File: src/rtl/wave_freq_pkg.sv
// Shared constants and state types for the waveform frequency meter.
package wave_freq_pkg;

  localparam int ADC_W          = 10;
  localparam int SAMPLES_PER_MS = 256;

  localparam logic [ADC_W-1:0] MID_RESET = 10'd512;
  localparam logic [ADC_W-1:0] ADC_MAX   = '1;

  typedef enum logic {
    LOW  = 1'b0,
    HIGH = 1'b1
  } cmp_state_e;

  typedef enum logic {
    DIV_IDLE = 1'b0,
    DIV_RUN  = 1'b1
  } div_state_e;

endpackage

File: src/rtl/wave_freq_div.sv
// Restoring serial unsigned divider: one quotient bit per clock, done pulses
// W cycles after the start cycle.
module wave_freq_div
  import wave_freq_pkg::*;
#(
  parameter int W = 16
) (
  input  logic         clk_i,
  input  logic         rst_i,
  input  logic         start_i,
  input  logic [W-1:0] dividend_i,
  input  logic [W-1:0] divisor_i,
  output logic [W-1:0] quotient_o,
  output logic         done_o
);

  localparam int            IT_W    = $clog2(W);
  localparam logic [IT_W-1:0] IT_LAST = IT_W'(W - 1);

  div_state_e      state_q;
  logic [W-1:0]    rem_q;
  logic [W-1:0]    quo_q;
  logic [W-1:0]    dsr_q;
  logic [IT_W-1:0] it_q;
  logic            done_q;

  logic [W:0]   trial;
  logic         fits;
  logic [W-1:0] rem_sub;

  // The dividend shifts out of quo_q's MSB while quotient bits enter at the LSB.
  assign trial   = {rem_q, quo_q[W-1]};
  assign fits    = (trial >= {1'b0, dsr_q});
  assign rem_sub = trial[W-1:0] - dsr_q;

  always_ff @(posedge clk_i) begin
    if (rst_i) begin
      state_q <= DIV_IDLE;
      rem_q   <= '0;
      quo_q   <= '0;
      dsr_q   <= '0;
      it_q    <= '0;
      done_q  <= 1'b0;
    end else begin
      done_q <= 1'b0;
      case (state_q)
        DIV_IDLE: begin
          if (start_i) begin
            rem_q   <= '0;
            quo_q   <= dividend_i;
            dsr_q   <= divisor_i;
            it_q    <= '0;
            state_q <= DIV_RUN;
          end
        end
        DIV_RUN: begin
          rem_q <= fits ? rem_sub : trial[W-1:0];
          quo_q <= {quo_q[W-2:0], fits};
          it_q  <= it_q + 1'b1;
          if (it_q == IT_LAST) begin
            state_q <= DIV_IDLE;
            done_q  <= 1'b1;
          end
        end
        default: state_q <= DIV_IDLE;
      endcase
    end
  end

  assign quotient_o = quo_q;
  assign done_o     = done_q;

endmodule

File: src/rtl/wave_freq_meter.sv
// Waveform frequency meter: counts hysteretic rising crossings over a gate of
// 256*GATE_MS samples and reports round(count/GATE_MS) in kHz.
// Define WAVE_FREQ_ADAPT_EN to re-centre the threshold on each gate's min/max.
module wave_freq_meter
  import wave_freq_pkg::*;
#(
  parameter int GATE_MS = 10,
  parameter int HYST    = 16,
  parameter int CNT_W   = 16
) (
  input  logic             clk_50m,
  input  logic             rst,
  input  logic             sample_en,
  input  logic [ADC_W-1:0] ad_data,
  output logic [7:0]       freq,
  output logic             freq_valid
);

  localparam int                 GATE_SAMPLES = SAMPLES_PER_MS * GATE_MS;
  localparam int                 SCNT_W       = $clog2(GATE_SAMPLES);
  localparam logic [SCNT_W-1:0]  GATE_LAST    = SCNT_W'(GATE_SAMPLES - 1);
  localparam logic [CNT_W-1:0]   CNT_MAX      = '1;
  localparam logic [CNT_W-1:0]   ROUND_ADD    = CNT_W'(GATE_MS / 2);
  localparam logic [CNT_W-1:0]   DIVISOR      = CNT_W'(GATE_MS);
  localparam logic signed [ADC_W:0] HYST_S    = (ADC_W + 1)'(HYST);

  logic [SCNT_W-1:0] scnt_q;
  logic [CNT_W-1:0]  xcnt_q;
  logic [CNT_W-1:0]  xcnt_d;
  cmp_state_e        cmp_q;
  logic [ADC_W-1:0]  mid;
  logic [7:0]        freq_q;
  logic              freq_valid_q;

  logic signed [ADC_W:0] sample_s;
  logic signed [ADC_W:0] mid_s;
  logic                  go_high;
  logic                  go_low;
  logic                  rise;
  logic                  gate_close;
  logic [CNT_W-1:0]      dividend;
  logic [CNT_W-1:0]      quotient;
  logic                  div_done;

  // Signed, one bit wider than the ADC, so mid +/- HYST cannot wrap.
  assign sample_s = signed'({1'b0, ad_data});
  assign mid_s    = signed'({1'b0, mid});
  assign go_high  = (cmp_q == LOW)  && (sample_s >= mid_s + HYST_S);
  assign go_low   = (cmp_q == HIGH) && (sample_s <= mid_s - HYST_S);
  assign rise     = sample_en && go_high;

  assign gate_close = sample_en && (scnt_q == GATE_LAST);
  assign xcnt_d     = (rise && (xcnt_q != CNT_MAX)) ? xcnt_q + 1'b1 : xcnt_q;

  // Round-half-up bias; clamping only matters when the quotient saturates anyway.
  assign dividend = (xcnt_d > CNT_MAX - ROUND_ADD) ? CNT_MAX : xcnt_d + ROUND_ADD;

  always_ff @(posedge clk_50m) begin
    if (rst) begin
      cmp_q <= LOW;
    end else if (sample_en) begin
      if (go_high) begin
        cmp_q <= HIGH;
      end else if (go_low) begin
        cmp_q <= LOW;
      end
    end
  end

  always_ff @(posedge clk_50m) begin
    if (rst) begin
      scnt_q <= '0;
      xcnt_q <= '0;
    end else if (sample_en) begin
      if (gate_close) begin
        scnt_q <= '0;
        xcnt_q <= '0;
      end else begin
        scnt_q <= scnt_q + 1'b1;
        xcnt_q <= xcnt_d;
      end
    end
  end

`ifdef WAVE_FREQ_ADAPT_EN
  logic [ADC_W-1:0] mid_q;
  logic [ADC_W-1:0] win_min_q;
  logic [ADC_W-1:0] win_max_q;
  logic [ADC_W-1:0] win_min_d;
  logic [ADC_W-1:0] win_max_d;
  logic [ADC_W:0]   win_span;
  logic [ADC_W:0]   win_sum;

  // The closing sample belongs to the window it closes.
  assign win_min_d = (ad_data < win_min_q) ? ad_data : win_min_q;
  assign win_max_d = (ad_data > win_max_q) ? ad_data : win_max_q;
  assign win_span  = {1'b0, win_max_d} - {1'b0, win_min_d};
  assign win_sum   = {1'b0, win_max_d} + {1'b0, win_min_d};

  always_ff @(posedge clk_50m) begin
    if (rst) begin
      mid_q     <= MID_RESET;
      win_min_q <= ADC_MAX;
      win_max_q <= '0;
    end else if (sample_en) begin
      if (gate_close) begin
        win_min_q <= ADC_MAX;
        win_max_q <= '0;
        if (win_span >= (ADC_W + 1)'(2 * HYST)) begin
          mid_q <= win_sum[ADC_W:1];
        end
      end else begin
        win_min_q <= win_min_d;
        win_max_q <= win_max_d;
      end
    end
  end

  assign mid = mid_q;
`else
  assign mid = MID_RESET;
`endif

  wave_freq_div #(
    .W (CNT_W)
  ) u_div (
    .clk_i      (clk_50m),
    .rst_i      (rst),
    .start_i    (gate_close),
    .dividend_i (dividend),
    .divisor_i  (DIVISOR),
    .quotient_o (quotient),
    .done_o     (div_done)
  );

  always_ff @(posedge clk_50m) begin
    if (rst) begin
      freq_q       <= '0;
      freq_valid_q <= 1'b0;
    end else begin
      freq_valid_q <= div_done;
      if (div_done) begin
        freq_q <= (quotient[CNT_W-1:8] != '0) ? 8'hFF : quotient[7:0];
      end
    end
  end

  assign freq       = freq_q;
  assign freq_valid = freq_valid_q;

endmodule

File: config.mk
export PLATFORM = sky130hd
export DESIGN_NAME = wave_freq_meter
export DESIGN_NICKNAME = d
export VERILOG_FILES = /design/src/rtl/wave_freq_pkg.sv /design/src/rtl/wave_freq_div.sv /design/src/rtl/wave_freq_meter.sv
export SDC_FILE = /design/constraint.sdc
export NUM_CORES = 1
export LEC_CHECK = 0
export CAP_MARGIN = 15
export CORE_UTILIZATION = 39
export CTS_BUF_LIST = sky130_fd_sc_hd__clkbuf_4 sky130_fd_sc_hd__clkbuf_8
export DETAILED_ROUTE_END_ITERATION = 8
export PLACE_DENSITY = 0.68
export SYNTH_ARGS = -nofsm -noshare
export SYNTH_HDL_FRONTEND = slang
export SYNTH_SLANG_ARGS = --single-unit
File: constraint.sdc
create_clock -name clk_50m -period 9.3 [get_ports clk_50m]
set_input_delay 1.86 -clock clk_50m [delete_from_list [all_inputs] [get_ports clk_50m]]
set_output_delay 1.86 -clock clk_50m [all_outputs]
set_load 0.01 [all_outputs]
==> metrics.yaml, run 1 <==
sta:
  worst_slew_pin_slew_ps: 974
  slew_viol_final: 0
  grt_setup_unrepaired: "no"
  hold_ws_ps: 464
  timing.final.ws_setup_ps: 4420
  maxClockFrequency_mhz: 205
  fin_skew_ps: 5.00
  period_share_pct: 52.5
  hold_viol: 0
  layout_min_cycle_time_ps: 4880
  fin_setup_tns_ps: 0
  slew_headroom_pct: 35.1
  setup-violations-final: 0
place:
  place_hpwl_mm: 6.96
  place_congestion: 0.885
  pre_cts_ws_ps: 4060
  dp_cells: 679
  numPortBuffers: 21
layout:
  antenna_cells: 0
  nFillCells: 1034
  drive_gt1_share_pct: 6.08
  instances_no_fill: 695
  nNetsFinal: 575
  area_growth_pct: 10.0
power:
  p_per_area_nw_per_um2: 125
  p_int_uw: 455
  p_seq_share_pct: 56.1
  pwr-share-comb_pct: 4.5
  p_leak_uw: 0.00158
  max-vdd-ir-drop_mv: 0.0632
  p_sw_uw: 139
  netSwitchingFraction_pct: 23.4
  p_clk_share_pct: 39.4
critical_path:
  worstPathMaxFanout: 13
  end_kind: "flip-flop"
  crit_arrival_ps: 5150
  crit_path_start_kind: "input port"
  worstSetupPathType: "in -> reg"
  worst_ep_required_time_ps: 9570
route:
  post_drt_wl_per_cell_um: 13.9
  drtPass1Iterations: 5
  via_count: 3864
  antenna_left: 0
  viasPerCell: 5.56
  drtIter0Drc: 256
  drc: 0
  finalWirelength_mm: 9.69
logic_synthesis:
  synth_edf_count: 0
  synth_top_area_share_pct: 35.8
  syn_area_per_cell_sq_um: 7.79
  ys_dominant_reg_cell: "dfxtp_1"
  synth_fp_nets: 573
  yosysTopAreaCell: "dfxtp_1"
  synth_area_leaders: "dfxtp_1 (36%), nor2_1 (7.8%), xnor2_1 (5.3%)"
  yosys.cell_types.count: 65
  synthCells: 552
  synth_area_sq_um: 4300
  ys_seq_elements: 77
  async_flop_share_pct: 0
  yosysWarningCount: 0
  yosysSeqAreaShare_pct: 35.8
clocking:
  postCtsHoldBufs: 0
  cts_made_buffers: 9
  cts_setup_buffers: 0
  cts_max_level: 3
  clk_latency_ps: 350
  cts.sinks: 77
  clock-root-buffer: "clkbuf_8"
  cts_buffer_depth: 2
  post_cts_resized: 0
  cts_tree: "done"
  clk_pin_slew_ps: 80
global_routing:
  grtUsageTotal_pct: 18.3
  overflow: 0
  grt_pass1_wl_mm: 16.8
  grt_pass1_vias: 3660
  grt_max_degree: 61
  grt_antenna_before_repair: 0
run:
  cap_violations: 0
die:
  coreArea_sq_um: 10500
  die_area_sq_um: 11500
  die_y_um: 107
  ioPinCount: 22
  num_rows: 37
  fp.dieW_um: 107
  initial_core_util_pct: 40.9
min_path:
  min_path_type: "reg -> reg"
status:
  status: "complete, no violations"
==> logic make-up (layout without fill, tap and decap cells) <==
family                   Yosys count  after routing  share of synthesized area (%)
AND/OR/NAND/NOR                  262            262                           30.7
AO/OA/AOI/OAI                    114            114                           16.8
flip-flops                        77             77                           35.8
XOR/XNOR                          43             43                           8.76
buffers and inverters             43             50                           4.39
adder cells (fa/ha/maj)            8              8                           2.33
multiplexers                       5              5                           1.22
==> critical path, stage by stage <==
cell and delay [ps]:
clkdlybuf4s50_1 680, and3b_1 250, o21ai_1 70, buf_4 190, nor2_1 380, xnor2_1 180
ha_1 220, a21o_1 160, a211o_1 330, nor3b_4 410, nor3_1 160, a211oi_1 260
==> Yosys cell counts (11+ instances only) <==
cell	n
nand2_1	55
nor2_1	89
a21oi_1	37
nand4_1	11
xnor2_1	26
dfxtp_1	77
xor2_1	17
nor3_1	24
o21ai_0	30
nand3_1	16
nor4_1	12
clkbuf_1	26
==> metal layers <==
metal / up-vias / GRT usage (%) / share of wire (%)
met2: 94 / 30.2 / 46
met1: 1795 / 23.4 / 48
li1: 1960 / - / -
met4: 0 / 7.93 / 1.9
met5: - / 0 / 0
met3: 15 / 3.22 / 3.8
==> final cells by class <==
cell class | instances | area [sq um] | share of cell area [%]
clock inverters | 4 | 22.5 | 0.476
inverters | 9 | 33.8 | 0.714
multi-input cells | 432 | 2570 | 54.3
flip-flops and latches | 77 | 1540 | 32.6
well taps | 136 | 170 | 3.60
clock buffers | 12 | 159 | 3.36
repair buffers | 25 | 235 | 4.97
==> power groups by stage <==
stage,Combinational (uW),Sequential [uW],Clock (uW)
detailed placement,26.5,341,0
global route,29.7,333,258
floorplan,16.4,340,0
CTS,26.7,333,243
finish,26.8,333,234
global placement,26.1,341,0
==> path summary, 6_finish.rpt <==
path	from	endpoint	slack, ps	depth (start not counted)
worst max-delay path	sample_en	u_div.quotient_o[1]$_SDFFE_PP0P_	4420	12
worst min-delay path	u_div.rem_q[15]$_SDFFE_PP0P_	u_div.rem_q[15]$_SDFFE_PP0P_	460	2
worst max register to register	xcnt_q[4]$_SDFFE_PP0P_	u_div.quotient_o[1]$_SDFFE_PP0P_	5970	10
worst min register to register	u_div.rem_q[15]$_SDFFE_PP0P_	u_div.rem_q[15]$_SDFFE_PP0P_	460	2
==> flip-flops by register name, summed over array words and instances (netlist names) <==
name              cells
u_div.quotient_o     16
u_div.rem_q          16
xcnt_q               16
scnt_q               12
freq                  8
u_div.it_q            4
cmp_q                 1
freq_valid            1
u_div.done_o          1
u_div.dsr_q           1
u_div.state_q         1
==> layout by cell type (no fill, tap or decap), drive strengths merged, types with 3 or more instances in the layout <==
cell,count
a211oi,8
a21oi,37
a22oi,3
a31oi,4
and2,5
and3,4
and4,6
buf,5
clkbuf,12
clkdlybuf4s50,20
clkinv,3
dfxtp,77
ha,8
inv,9
mux2i,3
nand2,55
nand2b,8
nand3,16
nand3b,5
nand4,11
nor2,89
nor2b,4
nor3,25
nor3b,5
nor4,14
nor4b,3
o21ai,32
o31ai,5
or4,5
xnor2,26
xor2,17
==> stage by stage <==
step / util, % / total power [uW] / instance area [sq um]
after floorplan: - / 357 / 4300
after global placement: 43.3 / 367 / 4550
after detailed placement: 43.3 / 367 / 4550
after CTS: 45.0 / 602 / 4730
after global routing: 45.0 / 621 / 4730
final: 45.0 / 593 / 4730
Note: power is estimated with default switching activity, not from simulation.
==> inputs of run 2 (changes only) <==
==> constraint.sdc (replaced) <==
create_clock -name clk_50m -period 4.88 [get_ports clk_50m]
set_input_delay 0.976 -clock clk_50m [delete_from_list [all_inputs] [get_ports clk_50m]]
set_output_delay 0.976 -clock clk_50m [all_outputs]
set_load 0.01 [all_outputs]
==> metrics.yaml, run 2 (synthesis results as in run 1) <==
critical_path:
  cpPeakStageDelay_ps: 550
  crit_path_start_kind: "input port"
  slowest_stage: "or4_1"
  crit_chain: "clkdlybuf4s50_1 -> or4_1 -> o21ai_1 -> nor2_1 -> xnor2_1 -> ha_1 -> a21o_1 -> a211o_1 -> nor3b_4 -> nor3_1 -> a211oi_1"
  critical-path-top-delay-family: "simple AND/OR/NAND/NOR gates"
  rr_endpoint: "u_div.quotient_o[1]$_SDFFE_PP0P_"
  worst-path-stages: 11
  crit_arrival_ps: 3990
  worstSetupPathType: "in -> reg"
  r2r-start: "xcnt_q[0]$_SDFFE_PP0P_"
  reg2reg_slack_ps: 1600
  crit_start: "ad_data[4]"
  crit_end: "u_div.quotient_o[1]$_SDFFE_PP0P_"
  crit_buf_inv: 1
  worstPathMaxFanout: 12
  worst_ep_required_time_ps: 5150
  worst_r2r_path_depth: 11
  end_kind: "flip-flop"
power:
  p_clk_share_pct: 39.8
  p_seq_share_pct: 55.6
  p_leak_uw: 0.00158
  power_uw: 1140
  max-vdd-ir-drop_mv: 0.112
  pwr-share-comb_pct: 4.5
  p_sw_uw: 287
  netSwitchingFraction_pct: 25.2
  p_int_uw: 853
  p_per_area_nw_per_um2: 240
run:
  cap_violations: 0
clocking:
  cts_max_level: 3
  cts_tree: "done"
  cts_buffer_depth: 2
  clk_pin_slew_ps: 90
  clk_latency_ps: 360
  cts_made_buffers: 9
  postCtsHoldBufs: 0
  cts.sinks: 77
  clock-root-buffer: "clkbuf_8"
  cts_setup_buffers: 0
  post_cts_resized: 0
sta:
  hold_viol: 0
  worst_slew_pin_slew_ps: 795
  period_share_pct: 76.2
  fin_setup_tns_ps: 0
  setup-violations-final: 0
  hold_ws_ps: 471
  grt_setup_unrepaired: "no"
  slew_headroom_pct: 46.9
  maxClockFrequency_mhz: 269
  slew_viol_final: 0
  fin_skew_ps: 12.0
  layout_min_cycle_time_ps: 3720
die:
  coreArea_sq_um: 10500
  fp.dieW_um: 107
  num_rows: 37
  die_y_um: 107
  initial_core_util_pct: 40.9
  ioPinCount: 22
  die_area_sq_um: 11500
layout:
  area_growth_pct: 10.4
  drive_gt1_share_pct: 6.42
  mostFrequentLayoutCells: "nor2_1 (89), dfxtp_1 (77), nand2_1 (55)"
  nNetsFinal: 577
  mostFrequentLayoutCell: "nor2_1"
  antenna_cells: 0
  instances_no_fill: 697
  finalInstanceArea_sq_um: 4750
global_routing:
  grt_pass1_vias: 3568
  overflow: 0
  grt_antenna_before_repair: 0
  grt_pass1_wl_mm: 16.3
  grt_max_degree: 50
  grtUsageTotal_pct: 17.8
route:
  drc: 0
  finalWirelength_mm: 9.48
  antenna_left: 0
  drtIter0Drc: 200
  post_drt_wl_per_cell_um: 13.6
  drtPass1Iterations: 5
  via_count: 3828
  viasPerCell: 5.49
place:
  numPortBuffers: 21
  place_hpwl_mm: 6.67
  dp_cells: 681
  place_congestion: 0.905
  place_area_sq_um: 4570
status:
  status: "complete, no violations"
min_path:
  min_path_type: "reg -> reg"
[run 2: cell types whose count changed in the layout (fill, tap and decap cells not counted), sizes merged]
cell / previous run / this run
buf: 5 / 7
clkbuf: 12 / 10
clkinvlp: 1 / 2
inv: 9 / 10
[run 2: worst min-delay path by stage]
stage,from,to,cells past startpoint
2_1_floorplan,u_div.rem_q[15]$_SDFFE_PP0P_,u_div.rem_q[15]$_SDFFE_PP0P_,2
3_3_place_gp,u_div.rem_q[15]$_SDFFE_PP0P_,u_div.rem_q[15]$_SDFFE_PP0P_,2
3_5_place_dp,u_div.rem_q[15]$_SDFFE_PP0P_,u_div.rem_q[15]$_SDFFE_PP0P_,2
4_1_cts,u_div.rem_q[15]$_SDFFE_PP0P_,u_div.rem_q[15]$_SDFFE_PP0P_,2
5_1_grt,freq[7]$_SDFFE_PP0P_,freq[7]$_SDFFE_PP0P_,2
6_report,u_div.rem_q[15]$_SDFFE_PP0P_,u_div.rem_q[15]$_SDFFE_PP0P_,2
[run 2: through the flow]
step                      utilization, %  setup WS (ps)
final                               45.2           1160
after CTS                           45.2           1160
after detailed placement            43.4            793
after global routing                45.2            845
after global placement              43.4            789
after floorplan                        -           1350
[run 2: final cells by class]
cell class / instances / area, sq um
repair buffers: 27 / 250
inverters: 9 / 33.8
fillers: 1025 / 5760
clock buffers: 10 / 138
well taps: 136 / 170
multi-input cells: 432 / 2570
clock inverters: 6 / 46.3
flip-flops and latches: 77 / 1540
[run 2: worst min-delay path, delay by kind of cell (launching register included)]
kind,cells,cell delay (ps)
compound gates,1,60
flops,1,340
simple gates,1,50
[run 2: power by group through the flow]
stage               Combinational, uW  Clock, uW  Sequential (uW)
floorplan                        31.3          0              648
global placement                 50.6          0              649
detailed placement               51.6          0              649
CTS                              51.9        469              634
global route                     58.1        495              635
finish                           51.8        454              634
[run 2: layer usage]
metal	track usage [%]	part of all wire [%]	vias to the layer above
met5	0	0	-
met4	8.90	1.2	0
met3	3.04	4.2	11
met2	27.8	44	87
met1	23.5	50	1763
li1	-	-	1967
==> inputs of run 3 (changes only) <==
==> constraint.sdc (replaced) <==
create_clock -name clk_50m -period 3.5 [get_ports clk_50m]
set_input_delay 0.7 -clock clk_50m [delete_from_list [all_inputs] [get_ports clk_50m]]
set_output_delay 0.7 -clock clk_50m [all_outputs]
set_load 0.01 [all_outputs]
==> metrics.yaml, run 3 (synthesis results as in run 1) <==
status:
  status: "complete, no violations"
power:
  p_seq_share_pct: 55.3
  p_leak_uw: 0.00173
  p_clk_share_pct: 39.5
  max-vdd-ir-drop_mv: 0.183
  p_per_area_nw_per_um2: 321
  pwr-share-comb_pct: 5.2
  p_int_uw: 1200
  p_sw_uw: 395
  power_uw: 1600
  netSwitchingFraction_pct: 24.7
layout:
  nNetsFinal: 606
  mostFrequentLayoutCells: "nor2_1 (89), dfxtp_1 (77), nand2_1 (55)"
  mostFrequentLayoutCell: "nor2_1"
  antenna_cells: 0
  instances_no_fill: 726
  drive_gt1_share_pct: 11.0
  finalInstanceArea_sq_um: 4980
  area_growth_pct: 15.7
global_routing:
  grt_pass1_wl_mm: 17.2
  grt_antenna_before_repair: 0
  overflow: 0
  grt_pass1_vias: 3764
  grt_max_degree: 35
  grtUsageTotal_pct: 18.7
die:
  die_area_sq_um: 11500
  ioPinCount: 22
  fp.dieW_um: 107
  initial_core_util_pct: 40.9
  coreArea_sq_um: 10500
  num_rows: 37
  die_y_um: 107
clocking:
  cts.sinks: 77
  cts_buffer_depth: 2
  postCtsHoldBufs: 0
  clk_latency_ps: 360
  cts_tree: "done"
  clock-root-buffer: "clkbuf_8"
  cts_made_buffers: 9
  post_cts_resized: 0
  clk_pin_slew_ps: 80
  cts_max_level: 3
  cts_setup_buffers: 0
place:
  numPortBuffers: 21
  dp_cells: 710
  place_hpwl_mm: 7.24
  pre_cts_ws_ps: -128
  place_congestion: 0.879
  place_area_sq_um: 4800
route:
  antenna_left: 0
  via_count: 3986
  finalWirelength_mm: 9.94
  drtPass1Iterations: 5
  drc: 0
  post_drt_wl_per_cell_um: 13.7
  viasPerCell: 5.49
  wl_met2_mm: 4.45
  wl_met3_um: 473
  drtIter0Drc: 210
  top_layer: "met4"
  met1Wirelength_mm: 4.84
critical_path:
  worstSetupPathType: "in -> reg"
  crit_arrival_ps: 3550
  crit_path_start_kind: "input port"
  worstPathMaxFanout: 8
  end_kind: "flip-flop"
  worst_ep_required_time_ps: 3780
sta:
  period_share_pct: 93.4
  slew_headroom_pct: 57.3
  fin_skew_ps: 12.6
  hold_viol: 0
  fin_setup_tns_ps: 0
  setup-violations-final: 0
  worst_slew_pin_slew_ps: 638
  slew_viol_final: 0
  layout_min_cycle_time_ps: 3270
  maxClockFrequency_mhz: 306
  timing.final.ws_setup_ps: 232
  grt_setup_unrepaired: "no"
min_path:
  min_path_type: "reg -> reg"
run:
  cap_violations: 0
run 3: cell count changes in the layout (fill, tap and decap cells not counted):
| cell | previous run | this run |
|---|---|---|
| buf_12 | 0 | 1 |
| buf_4 | 6 | 34 |
| clkbuf_4 | 0 | 1 |
| clkinv_2 | 1 | 2 |
| clkinv_4 | 2 | 1 |
| clkinvlp_4 | 2 | 1 |
run 3: through the flow:
step                hold slack (ps)  util, %
global placement                445     45.6
global route                    501     47.4
floorplan                       425        -
CTS                             479     47.4
finish                          474     47.4
detailed placement              460     45.6
run 3: worst max-delay path: stages:
cell and delay, ps:
clkdlybuf4s50_1 430, or4_1 550, o21ai_1 190, nor2_1 90, xnor2_1 180, ha_1 210
a21o_1 160, a211o_1 340, nor3b_4 220, buf_4 180, o21ai_0 110, a21oi_1 190
run 3: per-layer routing:
| layer | vias to the layer above | track usage [%] |
|---|---|---|
| li1 | 2022 | - |
| met1 | 1846 | 24.6 |
| met2 | 100 | 30.0 |
| met3 | 18 | 2.86 |
| met4 | 0 | 9.10 |
| met5 | - | 0 |
run 3: worst paths after layout:
check,depth (start not counted),to,start,slack [ps]
min,2,cmp_q$_SDFFE_PP0P_,cmp_q$_SDFFE_PP0P_,470
max,12,u_div.quotient_o[11]$_SDFFE_PP0P_,ad_data[4],230
max reg2reg,13,u_div.quotient_o[11]$_SDFFE_PP0P_,xcnt_q[0]$_SDFFE_PP0P_,380
min reg2reg,2,cmp_q$_SDFFE_PP0P_,cmp_q$_SDFFE_PP0P_,470
run 3: cell type report:
cell class | instances | area (sq um)
clock buffers | 11 | 145
clock inverters | 5 | 35.0
fillers | 1025 | 5530
inverters | 9 | 33.8
multi-input cells | 432 | 2570
flip-flops and latches | 77 | 1540
well taps | 136 | 170
repair buffers | 56 | 480
run 3: power groups by stage:
stage / registers (uW) / logic (uW) / clock network (uW)
finish: 884 / 83.5 / 631
global placement: 905 / 82.2 / 0
floorplan: 904 / 43.6 / 0
CTS: 884 / 83.3 / 651
detailed placement: 905 / 83.2 / 0
global route: 885 / 92.2 / 690
==> RTL edit: new RTL, config.mk and constraints of run 3 <==
Put one more register stage on the output `freq`, without a reset. The value now appears one clock later. The other outputs are not delayed to match.
--- a/src/rtl/wave_freq_meter.sv
+++ b/src/rtl/wave_freq_meter.sv
@@ -146,5 +146,7 @@
   end
 
-  assign freq       = freq_q;
+  always_ff @(posedge clk_50m) begin
+    freq <= freq_q;
+  end
   assign freq_valid = freq_valid_q;
 
Check against the original RTL: no difference found for any inputs over 10 cycles, from zero or initial values and one cycle with rst high; that may be too few to reach the edited logic, so the function may still have changed.
==> RTL edit against run 3 <==
- final area increased by 1.1%
- wire length decreased by 4.5%
- clock skew about the same
- clock power increased by 10%
- maximum frequency increased by 3.4%
- sequential cell count increased by 8
- worst hold slack got worse by 0.12 ns
- area after synthesis increased by 1.7%
- die area increased by 1.7%
- total power increased by 9.5%
- count of clock-buffer cells in the layout decreased by 2
- worst setup slack improved by 0.11 ns
==> RTL edit: results (changes against run 3) <==
| Metric | Value |
|---|---|
| Cell class contributing the biggest share of worst-path delay | simple AND/OR/NAND/NOR gates |
| Switching share of total power | 0.262 (+0.0152) |
| TritonRoute pass-1 iters | 4 (-1) |
| Via count of the routed design | 3,742 (-6.1%) |
| Met2 usage in global routing | 0.290 (-0.00925) |
| Cell count after synthesis | 536 (-2.9%) |
| IR Drop Worst-Case VDD | 0.191 mV (+4.3%) |
| Post-Synth XOR/XNOR Area | 0.0921 (+0.00450) |
| Wire length of the first global-routing pass | 16,600 um (-3.8%) |
| GPL Wtd Cong | 0.875 (-0.53%) |
| Yosys synthesis warning count | 0 (unchanged) |
| Largest fanout of any net on the critical path | 9 (+1) |
| Detailed placer's ending HPWL | 6930 um (-4.3%) |
| Arithmetic-cell share of the synthesized area counting full adders, half adders and majority gates | 0.0229 (-0.000399) |
| Nets | 587 (-3.1%) |
| Post-place instance area | 4830 sq um (+0.76%) |
| Clock tree skew after final layout | 0.0123 ns (-0.000256 ns) |
| Cts bufs inserted | 9 (unchanged) |
| Pin count of the biggest net entering global routing | 61 (+74%) |
| Post-Route WL | 9490 um (-4.5%) |
| Clock transition at the registers of the reported paths | 0.10 ns (+0.02 ns) |
| Relative contribution of sequential cells to total power | 0.557 (+0.004) |
| Total GRT Usage | 0.177 (-0.0102) |
| Placed cells | 695 (-2.1%) |
| Max stage delay cell, worst path | or4_4 |
| Leak | 0.00178 uW (+2.9%) |
| Number of DRC markers after the initial detailed-route iteration | 227 (+8.1%) |
| Synthesized net count | 557 (-2.8%) |
| Relative slew slack | 0.317 (-0.256) |
| Mux cell area share after synthesis | 0.0126 (+0.000362) |
| Met1 track utilization from global routing | 0.227 (-0.0189) |
| Share of power burned in the clock network | 0.397 (+0.002) |
| Layout filler cell count | 1,071 (+4.5%) |
| Routed length per placed instance | 13.4 um (-2.5%) |
| Met3 Routed Length | 425 um (-10%) |
| Fraction of met3 tracks used by global routing | 0.0454 (+0.0168) |
| Synthesis-to-layout area growth | 15.0% |
| Share of cells above drive strength 1 | 0.117 (+0.00717) |
| Top post-synthesis cells by count | nor2_1, dfxtp_1, nand2_1 |
| Internal Pwr Total | 1290 uW (+7.3%) |
| Top cells by area, synth | dfxtp_1, nor2_1, xor2_1, xnor2_1, a21oi_1 |
| Met2 WL post-DR | 4480 um (+0.79%) |
| Worst Path Arrival | 3.44 ns (-0.11 ns) |
| Worst-case setup slack after placement | -0.0503 ns (+0.0780 ns) |
| Proportion of synthesized chip area in sequential cells | 0.389 (+0.0305) |
| Largest stage delay, worst path | 0.57 ns (+0.02 ns) |
| Outcome | finished clean |
==> RTL edit: changes by cell type in the layout (fill, tap and decap cells not counted), moves of 7 or more <==
cell     delta
xor2_1      +8
nor2_1     +18
nand2_1    -15
dfxtp_1     +7
o21ai_0    -13
==> RTL edit: final cells by class <==
cell class                 instances  share of cell area
multi-input combinational        410               0.496
sequential                        85               0.338
timing repair buffer              50              0.0840
tap                              140              0.0348
clock buffer                       9              0.0246
clock inverter                     7              0.0152
inverter                          10             0.00746
==> RTL edit: final timing paths <==
| kind | startpoint | end | slack [ns] | cells after the start |
|---|---|---|---|---|
| hold / removal | freq_q[6] | freq[6] | 0.36 | 0 |
| setup / recovery | ad_data[4] | u_div.quotient_o[13] | 0.34 | 11 |
| setup reg to reg | xcnt_q[0] | u_div.quotient_o[9] | 0.51 | 12 |
| hold reg to reg | freq_q[6] | freq[6] | 0.36 | 0 |
